--- src/rtl/isa_pkg.sv ---
// Shared ISA/fetch definitions: datapath widths, reset PC, sequential increment,
// the halt opcode, the fetch FSM state encoding and the IF/ID payload bundle.
package isa_pkg;

    localparam int unsigned ADDR_W  = 16;
    localparam int unsigned INSTR_W = 16;

    localparam logic [ADDR_W-1:0] RESET_PC = 16'h0000;
    localparam logic [ADDR_W-1:0] PC_INC   = 16'h0002;
    localparam logic [3:0]        OPC_HALT = 4'hF;

    typedef enum logic [0:0] {
        FETCH = 1'b0,
        HALT  = 1'b1
    } fetch_state_t;

    // Contents of the IF/ID boundary register.
    typedef struct packed {
        logic [INSTR_W-1:0] instr;
        logic [ADDR_W-1:0]  pc;
        logic [ADDR_W-1:0]  pc_plus;
    } if_payload_t;

endpackage

--- src/rtl/adder_pc.sv ---
// 16-bit carry-lookahead adder used for PC arithmetic.
// Four 4-bit groups: group generate/propagate feed the group carries, and each
// group resolves its internal carries from its own group carry-in.
// Ports:
//   A   in  ADDR_W  first operand
//   B   in  ADDR_W  second operand
//   Sub in  1       1: A - B (two's complement), 0: A + B
//   Sum out ADDR_W  result, modulo 2^ADDR_W (carry-out discarded)
module adder_pc
    import isa_pkg::*;
(
    input  logic [ADDR_W-1:0] A,
    input  logic [ADDR_W-1:0] B,
    input  logic              Sub,
    output logic [ADDR_W-1:0] Sum
);

    localparam int unsigned GRP_W = 4;
    localparam int unsigned N_GRP = ADDR_W / GRP_W;

    logic [ADDR_W-1:0] w_b;
    logic [ADDR_W-1:0] w_g;
    logic [ADDR_W-1:0] w_p;
    logic [ADDR_W-1:0] w_c;
    // The top group's generate/propagate would only feed the discarded carry-out.
    logic [N_GRP-2:0]  w_gg;
    logic [N_GRP-2:0]  w_gp;
    logic [N_GRP-1:0]  w_gc;

    // Bit-level generate/propagate, group lookahead, then in-group carries.
    always_comb begin
        w_b = B ^ {ADDR_W{Sub}};
        w_g = A & w_b;
        w_p = A ^ w_b;

        for (int k = 0; k < int'(N_GRP) - 1; k++) begin
            w_gg[k] = w_g[k*4+3]
                    | (w_p[k*4+3] & w_g[k*4+2])
                    | (w_p[k*4+3] & w_p[k*4+2] & w_g[k*4+1])
                    | (w_p[k*4+3] & w_p[k*4+2] & w_p[k*4+1] & w_g[k*4]);
            w_gp[k] = &w_p[k*4 +: 4];
        end

        w_gc[0] = Sub;
        for (int k = 1; k < int'(N_GRP); k++) begin
            w_gc[k] = w_gg[k-1] | (w_gp[k-1] & w_gc[k-1]);
        end

        for (int i = 0; i < int'(ADDR_W); i++) begin
            if ((i % int'(GRP_W)) == 0) begin
                w_c[i] = w_gc[i / int'(GRP_W)];
            end else begin
                w_c[i] = w_g[i-1] | (w_p[i-1] & w_c[i-1]);
            end
        end

        Sum = w_p ^ w_c;
    end

endmodule

--- src/rtl/pc_fetch_unit.sv ---
// Instruction-fetch stage: owns the PC, issues instruction-memory reads and
// registers the fetched instruction into the IF/ID boundary.
// Priority each cycle: branch redirect > stall > accept > bubble.
// Optional feature macro: HALT_DETECT_EN (halt opcode detection, HALT state).
// Ports:
//   clk, rst_n          clock, asynchronous active-low reset
//   stall               hold IF/ID and PC
//   branch_taken/target redirect the PC, flush IF/ID
//   imem_req/addr       read request; addr is the PC register
//   imem_ready/rdata    read data valid for imem_addr this cycle
//   if_valid/instr/pc/pc_plus  IF/ID boundary outputs
//   halted              halt reached (constant 0 without HALT_DETECT_EN)
module pc_fetch_unit #(
    parameter logic [isa_pkg::ADDR_W-1:0] RESET_PC = isa_pkg::RESET_PC,
    parameter logic [isa_pkg::ADDR_W-1:0] PC_INC   = isa_pkg::PC_INC
) (
    input  logic                         clk,
    input  logic                         rst_n,
    input  logic                         stall,
    input  logic                         branch_taken,
    input  logic [isa_pkg::ADDR_W-1:0]   branch_target,
    output logic                         imem_req,
    output logic [isa_pkg::ADDR_W-1:0]   imem_addr,
    input  logic                         imem_ready,
    input  logic [isa_pkg::INSTR_W-1:0]  imem_rdata,
    output logic                         if_valid,
    output logic [isa_pkg::INSTR_W-1:0]  if_instr,
    output logic [isa_pkg::ADDR_W-1:0]   if_pc,
    output logic [isa_pkg::ADDR_W-1:0]   if_pc_plus,
    output logic                         halted
);

    import isa_pkg::*;

    fetch_state_t      r_state;
    fetch_state_t      w_state_nx;
    logic [ADDR_W-1:0] r_pc;
    logic [ADDR_W-1:0] w_pc_nx;
    logic [ADDR_W-1:0] w_pc_next;
    logic              r_req;
    logic              w_req_nx;
    logic              r_valid;
    logic              w_valid_nx;
    if_payload_t       r_if;
    if_payload_t       w_if_nx;
    logic              w_accept;
`ifdef HALT_DETECT_EN
    logic              r_halted;
    logic              w_halted_nx;
`endif

    // Sequential PC increment.
    adder_pc u_adder_pc (
        .A   (r_pc),
        .B   (PC_INC),
        .Sub (1'b0),
        .Sum (w_pc_next)
    );

    // State and datapath registers.
    always_ff @(posedge clk or negedge rst_n) begin
        if (!rst_n) begin
            r_state  <= FETCH;
            r_pc     <= RESET_PC;
            r_req    <= 1'b0;
            r_valid  <= 1'b0;
            r_if     <= '0;
`ifdef HALT_DETECT_EN
            r_halted <= 1'b0;
`endif
        end else begin
            r_state  <= w_state_nx;
            r_pc     <= w_pc_nx;
            r_req    <= w_req_nx;
            r_valid  <= w_valid_nx;
            r_if     <= w_if_nx;
`ifdef HALT_DETECT_EN
            r_halted <= w_halted_nx;
`endif
        end
    end

    // Next-state and datapath update.
    always_comb begin
        w_state_nx  = r_state;
        w_pc_nx     = r_pc;
        w_req_nx    = r_req;
        w_valid_nx  = r_valid;
        w_if_nx     = r_if;
`ifdef HALT_DETECT_EN
        w_halted_nx = r_halted;
`endif
        w_accept    = r_req & imem_ready & ~stall & ~branch_taken;

        case (r_state)
            FETCH: begin
                w_req_nx = 1'b1;
                if (branch_taken) begin
                    // Flush: anything returned this cycle belonged to the old path.
                    w_pc_nx    = branch_target;
                    w_valid_nx = 1'b0;
                end else if (!stall) begin
                    if (w_accept) begin
                        w_if_nx.instr   = imem_rdata;
                        w_if_nx.pc      = r_pc;
                        w_if_nx.pc_plus = w_pc_next;
                        w_valid_nx      = 1'b1;
                        w_pc_nx         = w_pc_next;
`ifdef HALT_DETECT_EN
                        // Halt instruction still goes to IF/ID; PC parks on it.
                        if (imem_rdata[INSTR_W-1 -: 4] == OPC_HALT) begin
                            w_pc_nx     = r_pc;
                            w_state_nx  = HALT;
                            w_req_nx    = 1'b0;
                            w_halted_nx = 1'b1;
                        end
`endif
                    end else begin
                        w_valid_nx = 1'b0;
                    end
                end
            end
            HALT: begin
                w_req_nx   = 1'b0;
                w_valid_nx = 1'b0;
`ifdef HALT_DETECT_EN
                w_halted_nx = 1'b1;
`endif
            end
            default: begin
                w_state_nx = FETCH;
            end
        endcase
    end

    assign imem_req   = r_req;
    assign imem_addr  = r_pc;
    assign if_valid   = r_valid;
    assign if_instr   = r_if.instr;
    assign if_pc      = r_if.pc;
    assign if_pc_plus = r_if.pc_plus;
`ifdef HALT_DETECT_EN
    assign halted     = r_halted;
`else
    assign halted     = 1'b0;
`endif

endmodule

--- config.mk ---
export PLATFORM = sky130hd
export DESIGN_NAME = pc_fetch_unit
export DESIGN_NICKNAME = d
export VERILOG_FILES = /design/src/rtl/isa_pkg.sv /design/src/rtl/adder_pc.sv /design/src/rtl/pc_fetch_unit.sv
export SDC_FILE = /design/constraint.sdc
export NUM_CORES = 1
export LEC_CHECK = 0
export CELL_PAD_IN_SITES_DETAIL_PLACEMENT = 1
export CELL_PAD_IN_SITES_GLOBAL_PLACEMENT = 1
export CORE_MARGIN = 5
export CORE_UTILIZATION = 25
export DETAILED_ROUTE_END_ITERATION = 10
export PLACE_DENSITY_LB_ADDON = 0.1
export SLEW_MARGIN = 20
export SYNTH_ARGS = -nofsm -noshare
export SYNTH_HDL_FRONTEND = slang
export SYNTH_HIERARCHICAL = 1
export SYNTH_SLANG_ARGS = --single-unit
--- constraint.sdc ---
create_clock -name clk -period 4.2 [get_ports clk]
set_input_delay 1.26 -clock clk [delete_from_list [all_inputs] [get_ports clk]]
set_output_delay 1.26 -clock clk [all_outputs]
set_load 0.02 [all_outputs]
==> flow_summary.toml <==
[power_and_ir_drop]
p_comb_share_pct = 35.0
power.share.clock_pct = 29.0
power_density_nw_per_um2 = 492
netSwitchingFraction_pct = 33.2
intPower_w = 0.00161
p_sw_w = 0.000799
p_leak_nw = 2.42
p_seq_share_pct = 36.0
max-vdd-ir-drop_v = 0.000231

[clocking]
cts_buffers = 9
clk_pin_slew_worst_paths_ps = 60
cts_max_level = 3
clk_latency_ps = 340
post-cts-setup-buffers = 0
cts_root_buf = "clkbuf_16"
clk_path_buf_depth = 2
cts_sinks = 66
cts_tree = "yes"
cts_resized = 0
cts_hold_buf = 0

[run]
maxCapViolCount = 0

[drt]
drtPass1Iterations = 4
drtIter0Drc = 36
totalWireLength_um = 9360
dr_total_vias = 2602
ant_nets = 0
wl_per_cell_um = 15.0
vias_per_cell = 4.17
drc = 0

[global_route]
grt_max_degree = 67
grt_pass1_wl_um = 15400
grt_overflow_total = 0
grt_antenna_before_repair = 0
grt_pass1_vias = 2903
grt_usage_pct = 12.2

[timing]
max_clock_freq_mhz = 322
timing.slew.headroom_pct = 40.8
rsz0062_at_grt = "no"
finalCritPeriodShare_pct = 73.9
setup_viol = 0
fin_hold_ws_ps = 473
slew_viol_final = 0
worstMarginPinSlew_ps = 888
fin_ws_ps = 1100
fin_skew_ps = 6.91
min_period_ps = 3100
setup_tns_ps = 0
finalHoldViolations = 0

[place]
io_buffers = 102
gp_congestion = 0.662
post-place-ws_ps = 794
hpwl_um = 6240

[synth]
synthDominantCellAreaShare_pct = 48.4
ys_top_cells_by_area = "dfrtp_1 48%, nand2_1 11%, fa_1 6.5%"
synth_area_per_cell_um2 = 10.4
synth_top_area_cell = "dfrtp_1"
ys_seq_area_share_pct = 48.4
ys_types = 32
synth_area_um2 = 3410
netlist_instances = 327
synth-seq-cells = 66
yosys_warnings = 6

[die]
coreArea_um2 = 13300
die_area_um2 = 16100
die_w_um = 127
ioPinCount = 104
chipHeight_um = 127
rows = 42
start_util_pct = 25.7

[worst_setup_path]
endpoint = "imem_addr[15]"
critPathArrivalTime_ps = 3320
critPathRequiredTime_ps = 4420
setup.worst_path.end_class = "flip-flop"
rrSetupSlack_ps = 1100
path_class = "reg2reg"
crit_path_start_kind = "flip-flop"
startpoint = "imem_addr[2]"
cp_max_fo = 5
timing.rr.start = "imem_addr[2]"
reg2reg_depth = 13
rr_endpoint = "imem_addr[15]"

[layout]
multi_input_area_um2 = 1620
area_growth_syn_to_layout_pct = 43.5
drive_gt1_share_pct = 8.26
diodes = 0
nFillCells = 1506
layout_commonest_cell = "clkdlybuf4s50_1"
ff_latch_area_um2 = 1650
num-nets-final = 503
final_cell_mix = "101 x clkdlybuf4s50_1, 98 x nand2_1, 66 x dfrtp_1, 28 x inv_1, 20 x conb_1"

[outcome]
status = "finished, final reports clean"

[hold_path]
hold_path.class = "reg2reg"
Yosys cell counts (all sizes together):
library cell	count
xnor2	7
clkbuf	3
conb	2
nand3	2
nand2	98
buf	13
nand2b	1
o21ai	3
nor2	4
and2	16
a21o	17
o21a	1
nor3b	1
o22ai	1
a21oi	5
a221o	16
and4bb	1
mux2i	1
nand4bb	1
dfrtp	66
xor2	15
fa	11
nand4	1
inv	28
ha	12
a31oi	1
logic make-up (layout without fill, tap and decap cells):
kind of cell,Yosys count,count (layout),share of synthesized area [%]
mux,1,1,0.293
xor+xnor,22,22,5.65
simple gates,125,125,17.5
compound gates,44,44,10.7
flops,66,66,48.4
fa+ha+maj,23,23,10.9
buf+inv,44,147,6.38
other cells,2,20,0.220
power groups by stage:
stage	clock network [W]	logic [W]	registers (W)
floorplan	0	0.000289	0.00104
global placement	0	0.000844	0.000876
detailed placement	0	0.000853	0.000879
CTS	0.000732	0.000858	0.000870
global route	0.000757	0.000929	0.000889
finish	0.000698	0.000844	0.000866
how the worst min path moves through the flow:
stage	from	to	slack, ps	depth (start not counted)
2_1_floorplan	if_instr[10]	if_instr[10]	580	2
3_3_place_gp	if_instr[4]	if_instr[4]	460	2
6_report	if_instr[0]	if_instr[0]	470	2
4_1_cts	if_pc[14]	if_pc[14]	480	2
3_5_place_dp	if_pc[14]	if_pc[14]	460	2
5_1_grt	if_pc_plus[5]	if_pc_plus[5]	500	1
metrics by stage:
stage	util [%]	std cells	instance area [µm²]	power, W
3_3_place_gp	34.7	608	4610	0.00172
3_5_place_dp	34.7	608	4610	0.00173
4_1_cts	36.7	624	4890	0.00246
2_1_floorplan	-	345	3480	0.00133
6_report	36.8	624	4890	0.00241
5_1_grt	36.8	624	4890	0.00257
critical path: stages (launching register included):
cell and delay, ps:
dfrtp_1 440, ha_1 190, a21oi_1 80, o22ai_2 130
nor2_2 70, o21ai_1 130, nand2b_1 90, fa_1 390
fa_1 400, fa_1 390, xnor2_1 150, xnor2_1 120
and2_1 150, a221o_1 260
registers in the layout (all words and copies together), names as in the netlist:
| signal | flops |
|---|---|
| if_pc_plus | 16 |
| imem_addr | 16 |
| if_valid | 1 |
| if_pc | 16 |
| if_instr | 16 |
| imem_req | 1 |
layer usage:
layer	share of wire [%]	up-vias	GRT usage [%]	routed length, µm
met5	0	-	0	0
met1	48	1263	15.4	4490
met2	45	71	19.6	4240
met4	1.1	0	3.22	99
li1	-	1260	-	-
met3	5.6	8	4.79	524
area by class of cell:
type	instances	share of cell area, %
Clock buffer	12	5.04
Clock inverter	4	0.562
Inverter	28	2.15
Multi-Input combinational cell	235	33.1
Sequential cell	66	33.7
Tap cell	176	4.50
Timing Repair Buffer	103	21.0
Power figures use the tool's default switching activity.
